### config.mk
export PLATFORM = sky130hd
export DESIGN_NAME = can_bit_sync
export DESIGN_NICKNAME = d
export VERILOG_FILES = /design/src/rtl/can_bit_sync.sv
export SDC_FILE = /design/constraint.sdc
export NUM_CORES = 1
export LEC_CHECK = 0
export ABC_AREA = 1
export BUFFER_PORTS_ARGS = -buffer_cell sky130_fd_sc_hd__buf_4
export CAP_MARGIN = 20
export CORE_ASPECT_RATIO = 1.4
export CORE_MARGIN = 5
export CORE_UTILIZATION = 60
export CTS_CLUSTER_SIZE = 30
export DETAILED_ROUTE_END_ITERATION = 16
export PLACE_DENSITY = 0.78
export RECOVER_POWER = 100
export SYNTH_ARGS = -nofsm -noshare
export SYNTH_HDL_FRONTEND = slang
export SYNTH_SLANG_ARGS = --single-unit
### constraint.sdc
create_clock -name clk -period 4.55 [get_ports clk]
set_input_delay 1.1375 -clock clk [delete_from_list [all_inputs] [get_ports clk]]
set_output_delay 1.1375 -clock clk [all_outputs]
set_load 0.01 [all_outputs]
### src/rtl/can_bit_sync.sv
// can_bit_sync: CAN receive bit timing with hard sync at SOF and SJW-limited resync on recessive->dominant edges.
// Optional macro TRIPLE_SAMPLE_EN: rx_bit becomes the majority of three samples ending at the sample point.
module can_bit_sync #(
   parameter int CLOCK_FREQ = 100_000_000,
   parameter int BAUD_RATE  = 500_000,
   parameter int TSEG1      = 6,
   parameter int TSEG2      = 3,
   parameter int SJW        = 2
) (
   input  logic clk,
   input  logic reset,
   input  logic rx,
   input  logic hard_sync_en,
   output logic rx_sync,
   output logic sample_point,
   output logic rx_bit,
   output logic tx_point
);
   localparam int BRP   = CLOCK_FREQ / (BAUD_RATE * (1 + TSEG1 + TSEG2));
   localparam int PW    = (BRP > 1) ? $clog2(BRP) : 1;
   localparam int TQMAX = (TSEG1 + SJW > TSEG2) ? TSEG1 + SJW : TSEG2;
   localparam int TW    = $clog2(TQMAX + 1);
   localparam int SW    = $clog2(SJW + 1);

   typedef enum logic [1:0] {ST_SYNC = 2'd0, ST_TSEG1 = 2'd1, ST_TSEG2 = 2'd2} state_t;

   logic          sync1_q, sync2_q;
   logic [PW-1:0] presc_q, presc_d;
   state_t        state_q, state_d;
   logic [TW-1:0] tq_q, tq_d;
   logic [SW-1:0] ext_q, ext_d, short_q, short_d;
   logic          resync_done_q, resync_done_d;
   logic          rx_bit_q, rx_bit_d;
   logic          sample_q, sample_d;
   logic          tx_q, tx_d;
   logic          start_q;
   logic          tick_s, edge_s, sample_val_s;

`ifdef TRIPLE_SAMPLE_EN
   logic samp1_q, samp1_d, samp2_q, samp2_d;

   function automatic logic maj3(input logic a, input logic b, input logic c);
      return (a & b) | (a & c) | (b & c);
   endfunction

   assign sample_val_s = maj3(samp1_q, samp2_q, sync2_q);
`else
   assign sample_val_s = sync2_q;
`endif

   assign tick_s = (presc_q == PW'(BRP - 1));
   // Edge is seen one stage early so the edge cycle itself can be presc=0 / carry tx_point.
   assign edge_s = sync2_q & ~sync1_q;

   always_comb begin
      presc_d       = tick_s ? '0 : presc_q + PW'(1);
      state_d       = state_q;
      tq_d          = tq_q;
      ext_d         = ext_q;
      short_d       = short_q;
      resync_done_d = resync_done_q;
      rx_bit_d      = rx_bit_q;
      sample_d      = 1'b0;
      tx_d          = 1'b0;
`ifdef TRIPLE_SAMPLE_EN
      samp1_d       = samp1_q;
      samp2_d       = samp2_q;
`endif
      if (start_q) begin
         presc_d = '0;
         state_d = ST_SYNC;
         tq_d    = '0;
         tx_d    = 1'b1;
      end else if (tick_s) begin
         case (state_q)
            ST_SYNC: begin
               state_d = ST_TSEG1;
               tq_d    = '0;
            end
            ST_TSEG1: begin
`ifdef TRIPLE_SAMPLE_EN
               if (tq_q == TW'(TSEG1 - 3) + TW'(ext_q)) begin
                  samp1_d = sync2_q;
               end else if (tq_q == TW'(TSEG1 - 2) + TW'(ext_q)) begin
                  samp2_d = sync2_q;
               end else begin
                  samp1_d = samp1_q;
               end
`endif
               if (tq_q >= TW'(TSEG1 - 1) + TW'(ext_q)) begin
                  state_d       = ST_TSEG2;
                  tq_d          = '0;
                  sample_d      = 1'b1;
                  rx_bit_d      = sample_val_s;
                  resync_done_d = 1'b0;
               end else begin
                  tq_d = tq_q + TW'(1);
               end
            end
            ST_TSEG2: begin
               if (tq_q + TW'(short_q) >= TW'(TSEG2 - 1)) begin
                  state_d = ST_SYNC;
                  tq_d    = '0;
                  ext_d   = '0;
                  short_d = '0;
                  tx_d    = 1'b1;
               end else begin
                  tq_d = tq_q + TW'(1);
               end
            end
            default: begin
               state_d = ST_SYNC;
               tq_d    = '0;
            end
         endcase
      end else begin
         state_d = state_q;
      end

      // The nominal next values describe the edge cycle; edge effects are applied on top.
      if (edge_s && hard_sync_en) begin
         presc_d       = '0;
         state_d       = ST_SYNC;
         tq_d          = '0;
         ext_d         = '0;
         short_d       = '0;
         tx_d          = 1'b0;
         resync_done_d = 1'b1;
      end else if (edge_s && rx_bit_d && !resync_done_d) begin
         resync_done_d = 1'b1;
         case (state_d)
            ST_TSEG1: ext_d = (tq_d >= TW'(SJW - 1)) ? SW'(SJW) : SW'(tq_d + TW'(1));
            ST_TSEG2: begin
               if (TW'(TSEG2) - tq_d <= TW'(SJW)) begin
                  presc_d = '0;
                  state_d = ST_SYNC;
                  tq_d    = '0;
                  ext_d   = '0;
                  short_d = '0;
                  tx_d    = ~sample_d;
               end else begin
                  short_d = SW'(SJW);
               end
            end
            default: ext_d = ext_q;
         endcase
      end else begin
         resync_done_d = resync_done_d;
      end
   end

   // Synchronizer, bit-timing state and registered outputs.
   always_ff @(posedge clk) begin
      if (reset) begin
         sync1_q       <= 1'b1;
         sync2_q       <= 1'b1;
         presc_q       <= '0;
         state_q       <= ST_SYNC;
         tq_q          <= '0;
         ext_q         <= '0;
         short_q       <= '0;
         resync_done_q <= 1'b0;
         rx_bit_q      <= 1'b1;
         sample_q      <= 1'b0;
         tx_q          <= 1'b0;
         start_q       <= 1'b1;
`ifdef TRIPLE_SAMPLE_EN
         samp1_q       <= 1'b1;
         samp2_q       <= 1'b1;
`endif
      end else begin
         sync1_q       <= rx;
         sync2_q       <= sync1_q;
         presc_q       <= presc_d;
         state_q       <= state_d;
         tq_q          <= tq_d;
         ext_q         <= ext_d;
         short_q       <= short_d;
         resync_done_q <= resync_done_d;
         rx_bit_q      <= rx_bit_d;
         sample_q      <= sample_d;
         tx_q          <= tx_d;
         start_q       <= 1'b0;
`ifdef TRIPLE_SAMPLE_EN
         samp1_q       <= samp1_d;
         samp2_q       <= samp2_d;
`endif
      end
   end

   assign rx_sync      = sync2_q;
   assign sample_point = sample_q;
   assign rx_bit       = rx_bit_q;
   assign tx_point     = tx_q;
endmodule

==> flow_metrics.env, run 1 <==
export IMPL_period_share=0.650
export IMPL_startpoint_type="register"
export IMPL_place_congestion=0.868
export IMPL_track_usage=0.201
export IMPL_tns_ns=0
export IMPL_drive_above_1_share=0.147
export IMPL_core_rowCount=22
export IMPL_port_buffers=7
export IMPL_yosysWarningCount=0
export IMPL_syn_inst=207
export IMPL_grt_overflow_total=0
export IMPL_crit_path_cell_trace="ha_1 -> fa_1 -> inv_1 -> nand2_1 -> nor2_1 -> nand4_1 -> nand2_1 -> nand3b_1 -> nand2_1 -> inv_1 -> ha_1 -> inv_1 -> nand3_1 -> and3_1 -> nand2_1 -> nand3_1 -> nor2_2"
export IMPL_finalClockSkew_ns=0.0206
export IMPL_fin_total_pwr_uw=387
export IMPL_worst_hold_path_type="register to register"
export IMPL_critPathSlowestCell="dfxtp_1"
export IMPL_synth_area_mux_share=0
export IMPL_p_leak_nw=0.789
export IMPL_synth_nets=227
export IMPL_crit_top_cell="nand2_1"
export IMPL_synthAdderAreaFrac=0.132
export IMPL_crit_buf_inv=3
export IMPL_maxCapViolations=0
export IMPL_core_area_um2=2560
export IMPL_dr_first_iter_drc_count=44
export IMPL_rsz0062_at_grt="false"
export IMPL_yosysSeqAreaShare=0.281
export IMPL_final_util=0.633
export IMPL_hold_buffers=0
export IMPL_cts_inserted_buffers=3
export IMPL_status="finished clean"
export IMPL_grt_pass1_vias=1290
export IMPL_worst_pin_slew_ns=0.397
export IMPL_layout_nets=238
export IMPL_synthSimpleGateAreaFrac=0.407
export IMPL_drt_met1_wl_um=1250
export IMPL_drt_antenna_violating_nets=0
export IMPL_cp_data_required_time_ns=4.84
export IMPL_clock_path_buffers=2
export IMPL_hold_viol_final=0
export IMPL_finalSetupViolCount=0
export IMPL_dieArea_um2=3750
export IMPL_critical_path_class="register to register"
export IMPL_fin_crit_ns=2.96
export IMPL_grt_pass1_wl_um=5630
export IMPL_crit_fanout=6
export IMPL_n_antenna_cell=0
export IMPL_crit_family="simple AND/OR/NAND/NOR gates"
export IMPL_dr_pass1_iters=4
export IMPL_r2r_end="presc_q[2]$_SDFF_PP0_"
export IMPL_crit_reg2reg_launch="tq_q[0]$_SDFF_PP0_"
export IMPL_htree_num_levels=1
export IMPL_top_layer="met4"
export IMPL_synth_top_family_by_area="simple AND/OR/NAND/NOR gates"
export IMPL_synth_top_area_cell="dfxtp_1"
export IMPL_io_pins=8
export IMPL_avgSynthCellArea_um2=7.58
export IMPL_postCtsSetupBuffers=0
export IMPL_whs_path_depth=1
export IMPL_clk_pin_slew_ns=0.14
export IMPL_die_w_um=53.2
export IMPL_synth_top_area_share=0.281
export IMPL_cp_end_kind="register"
export IMPL_final_cells=253
export IMPL_fmax_mhz=338
export IMPL_syn_to_final_growth_pct=3.35
export IMPL_relSlewSlack=0.734
export IMPL_synthXorXnorAreaFrac=0.0223
export IMPL_hpwl_um=2610
export IMPL_ys_seq_elements=22
export IMPL_drv_slew=0
export IMPL_worst_path_largest_cell_delay_ns=0.46
export IMPL_r2r_slack_ns=1.59
export IMPL_synth_common_cells="nand2_1 (39), inv_1 (35), dfxtp_1 (22)"
export IMPL_arrival_ns=3.24
export IMPL_synth_edf_count=0
export IMPL_hold_end="presc_q[0]$_SDFF_PP0_"
export IMPL_vias=1315
export IMPL_drc=0
export IMPL_clock_latency_ns=0.34
export IMPL_netlist_area_um2=1570
export IMPL_power_density_nw_per_um2=239
export IMPL_async_flop_share=0
export IMPL_cts_root_buf="clkbuf_4"
export IMPL_vdd_drop_max_v=0.000215
export IMPL_grt_max_degree=14
export IMPL_cts_resized=0
export IMPL_reg2reg_depth=17
export IMPL_route_met3_wl_um=94
export IMPL_wl_met2_um=1800
export IMPL_synth_compound_area_frac=0.0590
export IMPL_start_util=0.613
export IMPL_die_h_um=70.5
export IMPL_routed_via_density=5.20
export IMPL_synthDistinctLibCells=33
export IMPL_cts_tree="yes"
export IMPL_yosysMostFrequentCell="nand2_1"
export IMPL_synthFlopType="dfxtp_1"
export IMPL_cts_sinks=22
export IMPL_post_place_cells=249
export IMPL_wire_per_inst_um=12.8
export IMPL_synthTopCellsByArea="dfxtp_1 (28%), ha_1 (12%), nand2_1 (9.3%), inv_1 (8.4%), nor2_1 (4.5%)"
export IMPL_worstHoldStart="presc_q[0]$_SDFF_PP0_"
export IMPL_antenna_found_initial=0
export IMPL_routed_wl_um=3240
stage by stage:
step	setup slack [ns]	hold slack (ns)	cell area, µm²
6_report	1.59	0.476	1620
5_1_grt	1.23	0.504	1620
4_1_cts	1.77	0.477	1710
3_5_place_dp	1.81	0.453	1660
3_3_place_gp	1.97	0.432	1660
2_1_floorplan	2.12	0.418	1570
area by class of cell:
type,instances,area (µm²)
fillers,234,938
multi-input cells,146,906
flip-flops and latches,22,440
inverters,38,144
well taps,36,45.0
repair buffers,7,33.8
clock inverters,1,30.0
clock buffers,3,22.5
logic make-up (layout without fill, tap and decap cells):
logic type | after synthesis | count (layout)
AO/OA/AOI/OAI | 15 | 15
XOR/XNOR | 4 | 4
adder cells (fa/ha/maj) | 16 | 16
buffers and inverters | 39 | 49
flip-flops | 22 | 22
AND/OR/NAND/NOR | 111 | 111
cells in the final DEF, fill, tap and decap left out, types with 2 or more instances in the layout:
cell type  instances
nor2_8             2
nand3_1           14
nand4_1            8
nand3b_1           3
or2_2              2
ha_1              15
nor2_1            19
nand2_1           45
dfxtp_1           22
clkbuf_1           5
inv_2              2
a21oi_1            7
xnor2_1            2
inv_1             35
nor2_2            11
o21ai_0            3
nor2_4             2
clkbuf_4           3
xor2_1             2
nand2_4            2
buf_4              2
power by group:
part | internal [mW] | switching [mW] | total (mW)
Clock | 0.0894 | 0.0668 | 0.156
Combinational | 0.0112 | 0.0194 | 0.0306
Sequential | 0.197 | 0.00322 | 0.200
registers in the layout (all words and copies together), names as in the netlist:
name and cells:
start_q 1, short_q 2, resync_done_q 1, ext_q 2
sample_point 1, rx_sync 1, rx_bit 1, sync1_q 1
tx_point 1, state_q 2, presc_q 5, tq_q 4
worst max-delay path by stage:
stage                       startpoint                    end  slack (ns)  cells past startpoint
floorplan           tq_q[0]$_SDFF_PP0_  presc_q[0]$_SDFF_PP0_        2.12                     17
CTS                 tq_q[0]$_SDFF_PP0_  presc_q[3]$_SDFF_PP0_        1.77                     17
global placement    tq_q[0]$_SDFF_PP0_  presc_q[4]$_SDFF_PP0_        1.97                     17
finish              tq_q[0]$_SDFF_PP0_  presc_q[2]$_SDFF_PP0_        1.59                     17
detailed placement  tq_q[0]$_SDFF_PP0_  presc_q[3]$_SDFF_PP0_        1.81                     17
global route        tq_q[0]$_SDFF_PP0_  presc_q[3]$_SDFF_PP0_        1.23                     17
routing by layer:
metal | track usage | vias to the layer above
li1 | - | 672
met1 | 0.221 | 602
met2 | 0.363 | 32
met3 | 0.0277 | 9
met4 | 0.0852 | 0
met5 | 0 | -
No activity file was read; power rests on OpenSTA's default activity.
==> inputs of run 2 (changes only) <==
- ABC_AREA: 1 -> 0
- CORE_UTILIZATION: 60 -> 54
- PLACE_DENSITY: 0.78 -> 0.75
- clock period: 4.55 -> 2.6 ns (I/O delays scaled with it)
==> flow_metrics.env, run 2 <==
export IMPL_async_flop_share=0
export IMPL_clock_latency_ns=0.31
export IMPL_netlist_area_um2=1510
export IMPL_antenna_found_initial=0
export IMPL_worst_path_largest_cell_delay_ns=0.40
export IMPL_place_area_um2=1830
export IMPL_synth_compound_area_frac=0.244
export IMPL_reg2reg_depth=13
export IMPL_finalClockSkew_ns=0.00729
export IMPL_power_density_nw_per_um2=283
export IMPL_synthAdderAreaFrac=0.138
export IMPL_avgSynthCellArea_um2=9.27
export IMPL_cts_sinks=22
export IMPL_startpoint_type="register"
export IMPL_start_util=0.566
export IMPL_grt_pass1_wl_um=6550
export IMPL_synth_area_mux_share=0
export IMPL_final_util=0.709
export IMPL_r2r_end="presc_q[2]$_SDFF_PP0_"
export IMPL_synth_nets=183
export IMPL_die_w_um=54.7
export IMPL_reg_top3="presc_q: 5 flops, tq_q: 4 flops"
export IMPL_track_usage=0.220
export IMPL_clk_pin_slew_ns=0.12
export IMPL_clock_path_buffers=2
export IMPL_synthXorXnorAreaFrac=0.0282
export IMPL_vias=1389
export IMPL_crit_fanout=8
export IMPL_r2r_slack_ns=-0.43
export IMPL_crit_buf_inv=0
export IMPL_synthTopCellsByArea="dfxtp_1 (29%), ha_1 (12%), a21oi_1 (3.0%), inv_1 (2.5%), nor3_1 (2.3%)"
export IMPL_hold_viol_final=0
export IMPL_layout_nets=222
export IMPL_port_buffers=7
export IMPL_synthDistinctLibCells=54
export IMPL_crit_family="simple AND/OR/NAND/NOR gates"
export IMPL_critPathSlowestCell="or3b_4"
export IMPL_core_area_um2=2670
export IMPL_violations="setup timing"
export IMPL_cts_root_buf="clkbuf_4"
export IMPL_hpwl_um=2900
export IMPL_synth_top_area_cell="dfxtp_1"
export IMPL_ys_seq_elements=22
export IMPL_hold_end="rx_sync$_SDFF_PP1_"
export IMPL_crit_reg2reg_launch="short_q[0]$_SDFF_PP0_"
export IMPL_cp_end_kind="register"
export IMPL_yosysMostFrequentCell="dfxtp_1"
export IMPL_routed_wl_um=3820
export IMPL_critical_path_class="register to register"
export IMPL_largest_reg_flops=5
export IMPL_grt_max_degree=16
export IMPL_fmax_mhz=330
export IMPL_hold_buffers=0
export IMPL_crit_path_cell_trace="ha_4 -> fa_2 -> xor2_2 -> or3b_4 -> o21ai_4 -> nand2_1 -> o21ai_1 -> nand2b_1 -> ha_4 -> a221oi_4 -> or2_4 -> o21ai_4 -> nor4_1"
export IMPL_final_cells=236
export IMPL_htree_num_levels=1
export IMPL_grt_pass1_vias=1485
export IMPL_synth_top_family_by_area="simple AND/OR/NAND/NOR gates"
export IMPL_syn_to_final_growth_pct=25.4
export IMPL_cts_tree="yes"
export IMPL_rsz0062_at_grt="true"
export IMPL_dieArea_um2=3970
export IMPL_yosysSeqAreaShare=0.292
export IMPL_synthSimpleGateAreaFrac=0.251
export IMPL_yosysWarningCount=0
export IMPL_dr_first_iter_drc_count=47
export IMPL_layout_common_cells="buf_4 (32), dfxtp_1 (20), ha_1 (13)"
export IMPL_finalSetupViolCount=13
export IMPL_period_share=1.17
export IMPL_maxCapViolations=0
export IMPL_place_congestion=0.862
export IMPL_worstHoldStart="sync1_q$_SDFF_PP1_"
export IMPL_fin_crit_ns=3.03
export IMPL_layout_commonest_cell="buf_4"
export IMPL_syn_inst=163
export IMPL_whs_path_depth=1
export IMPL_p_leak_nw=0.740
export IMPL_drc=0
export IMPL_worst_pin_slew_ns=0.598
export IMPL_status="finished with violations"
export IMPL_fin_area_um2=1890
export IMPL_wire_per_inst_um=16.2
export IMPL_relSlewSlack=0.601
export IMPL_worst_hold_path_type="register to register"
export IMPL_dp_slack_ns=-0.447
export IMPL_arrival_ns=3.25
export IMPL_vdd_drop_max_v=0.000350
export IMPL_dr_pass1_iters=4
export IMPL_io_pins=8
export IMPL_cp_data_required_time_ns=2.82
export IMPL_synthFlopType="dfxtp_1"
export IMPL_core_rowCount=22
export IMPL_grt_overflow_total=0
export IMPL_fin_ws_ns=-0.430
export IMPL_die_h_um=72.6
export IMPL_cts_inserted_buffers=3
export IMPL_synth_edf_count=0
export IMPL_n_antenna_cell=0
export IMPL_synth_top_area_share=0.292
export IMPL_routed_via_density=5.89
export IMPL_drive_above_1_share=0.345
export IMPL_synth_common_cells="dfxtp_1 (22), ha_1 (15), inv_1 (10)"
export IMPL_drt_antenna_violating_nets=0
export IMPL_drv_slew=0
export IMPL_post_place_cells=231
export IMPL_largest_register="presc_q"
[run 2: cell count changes in the layout (fill, tap and decap cells not counted), moves of 9 or more]
cell and change:
inv_1 -26, nor2_2 -10, nor2_1 -10, buf_4 +30, nand2_1 -37, nand3_1 -9
[run 2: routing by layer]
metal  track usage  share of wire
met1         0.254           0.39
met2         0.387           0.55
met3        0.0307          0.025
met4        0.0914          0.034
met5             0              0
[run 2: stage by stage]
stage | hold slack, ns | power [mW] | setup TNS, ns
floorplan | 0.418 | 0.376 | -4.00
global placement | 0.437 | 0.391 | -3.87
detailed placement | 0.438 | 0.392 | -4.87
CTS | 0.469 | 0.544 | -4.45
global route | 0.495 | 0.565 | -6.54
finish | 0.464 | 0.537 | -4.62
[run 2: power breakdown]
| group | internal [mW] | leakage (nW) | switching, mW | total, mW |
|---|---|---|---|---|
| Clock | 0.0541 | 0.0138 | 0.0971 | 0.151 |
| Combinational | 0.0160 | 0.546 | 0.0203 | 0.0363 |
| Sequential | 0.343 | 0.180 | 0.00690 | 0.350 |
| Total | 0.413 | 0.740 | 0.124 | 0.537 |
[run 2: repair_timing]
| item | in CTS | in global routing |
|---|---|---|
| pin swaps | 7 | 9 |
| setup buffers | 2 | 0 |
| gates resized for setup | 5 | 7 |
| endpoints found under the hold margin | 0 | 0 |
| setup endpoints to repair | 13 | 13 |
[run 2: how the worst max path moves through the flow]
stage,from,endpoint,cells after the start
5_1_grt,short_q[0]$_SDFF_PP0_,presc_q[4]$_SDFF_PP0_,13
3_3_place_gp,short_q[0]$_SDFF_PP0_,state_q[1]$_SDFF_PP0_,14
3_5_place_dp,short_q[0]$_SDFF_PP0_,state_q[1]$_SDFF_PP0_,14
2_1_floorplan,tq_q[0]$_SDFF_PP0_,tx_point$_SDFF_PP0_,13
6_report,short_q[0]$_SDFF_PP0_,presc_q[2]$_SDFF_PP0_,13
4_1_cts,short_q[0]$_SDFF_PP0_,state_q[1]$_SDFF_PP0_,14
[run 2: cell type report]
| class | instances | area, µm² |
|---|---|---|
| clock buffers | 3 | 22.5 |
| fillers | 227 | 776 |
| multi-input cells | 126 | 1080 |
| inverters | 10 | 37.5 |
| flip-flops and latches | 22 | 443 |
| well taps | 36 | 45.0 |
| repair buffers | 39 | 267 |
[run 2: cells by family after synthesis]
kind of cell / Yosys count
AOI/OAI and AO/OA: 45
adders and majority gates: 16
buffers and inverters: 15
DFF: 22
xor gates and xnor gates: 4
and+or+nand+nor: 61
==> inputs of run 3 (changes only) <==
- ABC_AREA: 0 -> 1
- PLACE_DENSITY: 0.75 -> 0.74
==> flow_metrics.env, run 3 (synthesis results as in run 1) <==
export IMPL_top_layer="met4"
export IMPL_grt_pass1_vias=1315
export IMPL_cts_inserted_buffers=3
export IMPL_io_pins=8
export IMPL_final_cells=261
export IMPL_grt_pass1_wl_um=5380
export IMPL_n_antenna_cell=0
export IMPL_combPwrFrac=0.088
export IMPL_clock_path_buffers=2
export IMPL_place_congestion=0.782
export IMPL_finalSetupViolCount=0
export IMPL_finalClockSkew_ns=0.00605
export IMPL_crit_family="simple AND/OR/NAND/NOR gates"
export IMPL_worst_path_largest_cell_delay_ns=0.51
export IMPL_die_h_um=73.8
export IMPL_p_leak_nw=0.850
export IMPL_fin_area_um2=1770
export IMPL_layout_nets=245
export IMPL_port_buffers=7
export IMPL_wl_met2_um=1770
export IMPL_hold_viol_final=0
export IMPL_dr_pass1_iters=4
export IMPL_cts_sinks=22
export IMPL_vdd_drop_max_v=0.000328
export IMPL_wire_per_inst_um=11.9
export IMPL_dr_first_iter_drc_count=34
export IMPL_crit_fanout=5
export IMPL_clock_latency_ns=0.26
export IMPL_status="finished clean"
export IMPL_fin_crit_ns=2.46
export IMPL_period_share=0.948
export IMPL_start_util=0.556
export IMPL_drive_above_1_share=0.254
export IMPL_worst_pin_slew_ns=0.316
export IMPL_crit_buf_inv=3
export IMPL_critPathSlowestCell="fa_2"
export IMPL_layout_common_cells="nand2_1 (40), inv_1 (34), dfxtp_1 (20), nor2_1 (18), ha_1 (13)"
export IMPL_layout_commonest_cell="nand2_1"
export IMPL_drc=0
export IMPL_grt_overflow_total=0
export IMPL_switching_share=0.225
export IMPL_cts_tree="yes"
export IMPL_multi_input_area_um2=1000
export IMPL_drv_slew=0
export IMPL_drt_met1_wl_um=1190
export IMPL_switchingPower_uw=145
export IMPL_critical_path_class="register to register"
export IMPL_intPower_uw=501
export IMPL_reg_top3="presc_q: 5 flops, tq_q: 4 flops"
export IMPL_worstHoldStart="sync1_q$_SDFF_PP1_"
export IMPL_grt_max_degree=13
export IMPL_dieArea_um2=4100
export IMPL_crit_reg2reg_launch="tq_q[0]$_SDFF_PP0_"
export IMPL_hold_buffers=0
export IMPL_post_place_cells=253
export IMPL_clk_pin_slew_ns=0.07
export IMPL_core_area_um2=2820
export IMPL_fin_total_pwr_uw=646
export IMPL_hpwl_um=2540
export IMPL_htree_num_levels=1
export IMPL_vias=1318
export IMPL_cp_end_kind="register"
export IMPL_cp_data_required_time_ns=2.75
export IMPL_largest_register="presc_q"
export IMPL_startpoint_type="register"
export IMPL_clockPowerShare=0.370
export IMPL_syn_to_final_growth_pct=13.1
export IMPL_relSlewSlack=0.789
export IMPL_cts_root_buf="clkbuf_8"
export IMPL_worst_hold_path_type="register to register"
export IMPL_cp_startpoint="tq_q[0]$_SDFF_PP0_"
export IMPL_routed_wl_um=3110
export IMPL_power_density_nw_per_um2=364
export IMPL_crit_path_cell_trace="ha_4 -> fa_2 -> inv_1 -> nand2_1 -> nor2_2 -> nand4_1 -> nand2_2 -> nand3b_1 -> nand2_1 -> inv_2 -> ha_2 -> inv_1 -> nand3_2 -> and3_4 -> nand2_4 -> nand2_4 -> nor2_2"
export IMPL_routed_via_density=5.05
export IMPL_maxCapViolations=0
export IMPL_fmax_mhz=406
export IMPL_antenna_found_initial=0
export IMPL_seqPwrFrac=0.542
export IMPL_drt_antenna_violating_nets=0
export IMPL_fillers=271
export IMPL_place_area_um2=1680
export IMPL_tns_ns=0
export IMPL_largest_reg_flops=5
export IMPL_route_met3_wl_um=78
export IMPL_die_w_um=55.6
export IMPL_regArea_um2=443
export IMPL_track_usage=0.165
export IMPL_arrival_ns=2.62
export IMPL_core_rowCount=23
## run 3: changes by cell type in the layout (fill, tap and decap cells not counted), sizes merged, moves of 6 or more
cell   previous run  this run
nand2             8        47
inv              10        37
nor2             10        34
buf              32         9
nand3             7        15
nand4             0         8
nor3              7         1
## run 3: path summary, 6_finish.rpt
path,end,slack (ns),cells after the start
setup / recovery,short_q[1]$_SDFF_PP0_,0.14,17
hold / removal,rx_sync$_SDFF_PP1_,0.46,1
setup reg to reg,short_q[1]$_SDFF_PP0_,0.14,17
hold reg to reg,rx_sync$_SDFF_PP1_,0.46,1
## run 3: through the flow
step | util | setup WS [ns] | hold WS (ns)
5_1_grt | 0.629 | -0.0258 | 0.488
4_1_cts | 0.624 | 0.00360 | 0.468
6_report | 0.629 | 0.135 | 0.459
3_5_place_dp | 0.595 | 0.0187 | 0.449
2_1_floorplan | - | 0.168 | 0.418
3_3_place_gp | 0.595 | 0.0456 | 0.446
## run 3: cell type report
| cell class | count | share of cell area |
|---|---|---|
| Sequential cell | 22 | 0.250 |
| Tap cell | 37 | 0.0261 |
| Clock buffer | 4 | 0.0310 |
| Multi-Input combinational cell | 146 | 0.563 |
| Inverter | 38 | 0.0811 |
| Timing Repair Buffer | 14 | 0.0487 |
## run 3: power by group through the flow
| stage | Sequential (mW) | Combinational (mW) | Clock, mW |
|---|---|---|---|
| 2_1_floorplan | 0.357 | 0.0430 | 0 |
| 3_3_place_gp | 0.358 | 0.0570 | 0 |
| 3_5_place_dp | 0.358 | 0.0576 | 0 |
| 4_1_cts | 0.350 | 0.0582 | 0.245 |
| 5_1_grt | 0.351 | 0.0638 | 0.263 |
| 6_report | 0.350 | 0.0565 | 0.239 |
## run 3: repair_timing
item                                    4_1_cts  5_1_grt
resized for setup                             3       11
setup buffers                                 2        2
pin swaps                                     3        5
endpoints found under the setup margin        5       12
## run 3: worst reg2reg max path: stages (launching register included)
cell and delay, ns:
dfxtp_2 0.34, ha_4 0.16, fa_2 0.51, inv_1 0.03, nand2_1 0.07, nor2_2 0.04, nand4_1 0.10, nand2_2 0.09
nand3b_1 0.11, nand2_1 0.08, inv_2 0.10, ha_2 0.19, inv_1 0.05, nand3_2 0.08, and3_4 0.20, nand2_4 0.07
nand2_4 0.12, nor2_2 0.04
## run 3: routing by layer
metal	track usage	vias to the layer above
li1	-	686
met5	0	-
met2	0.339	19
met3	0.0193	7
met4	0.0757	0
met1	0.161	606
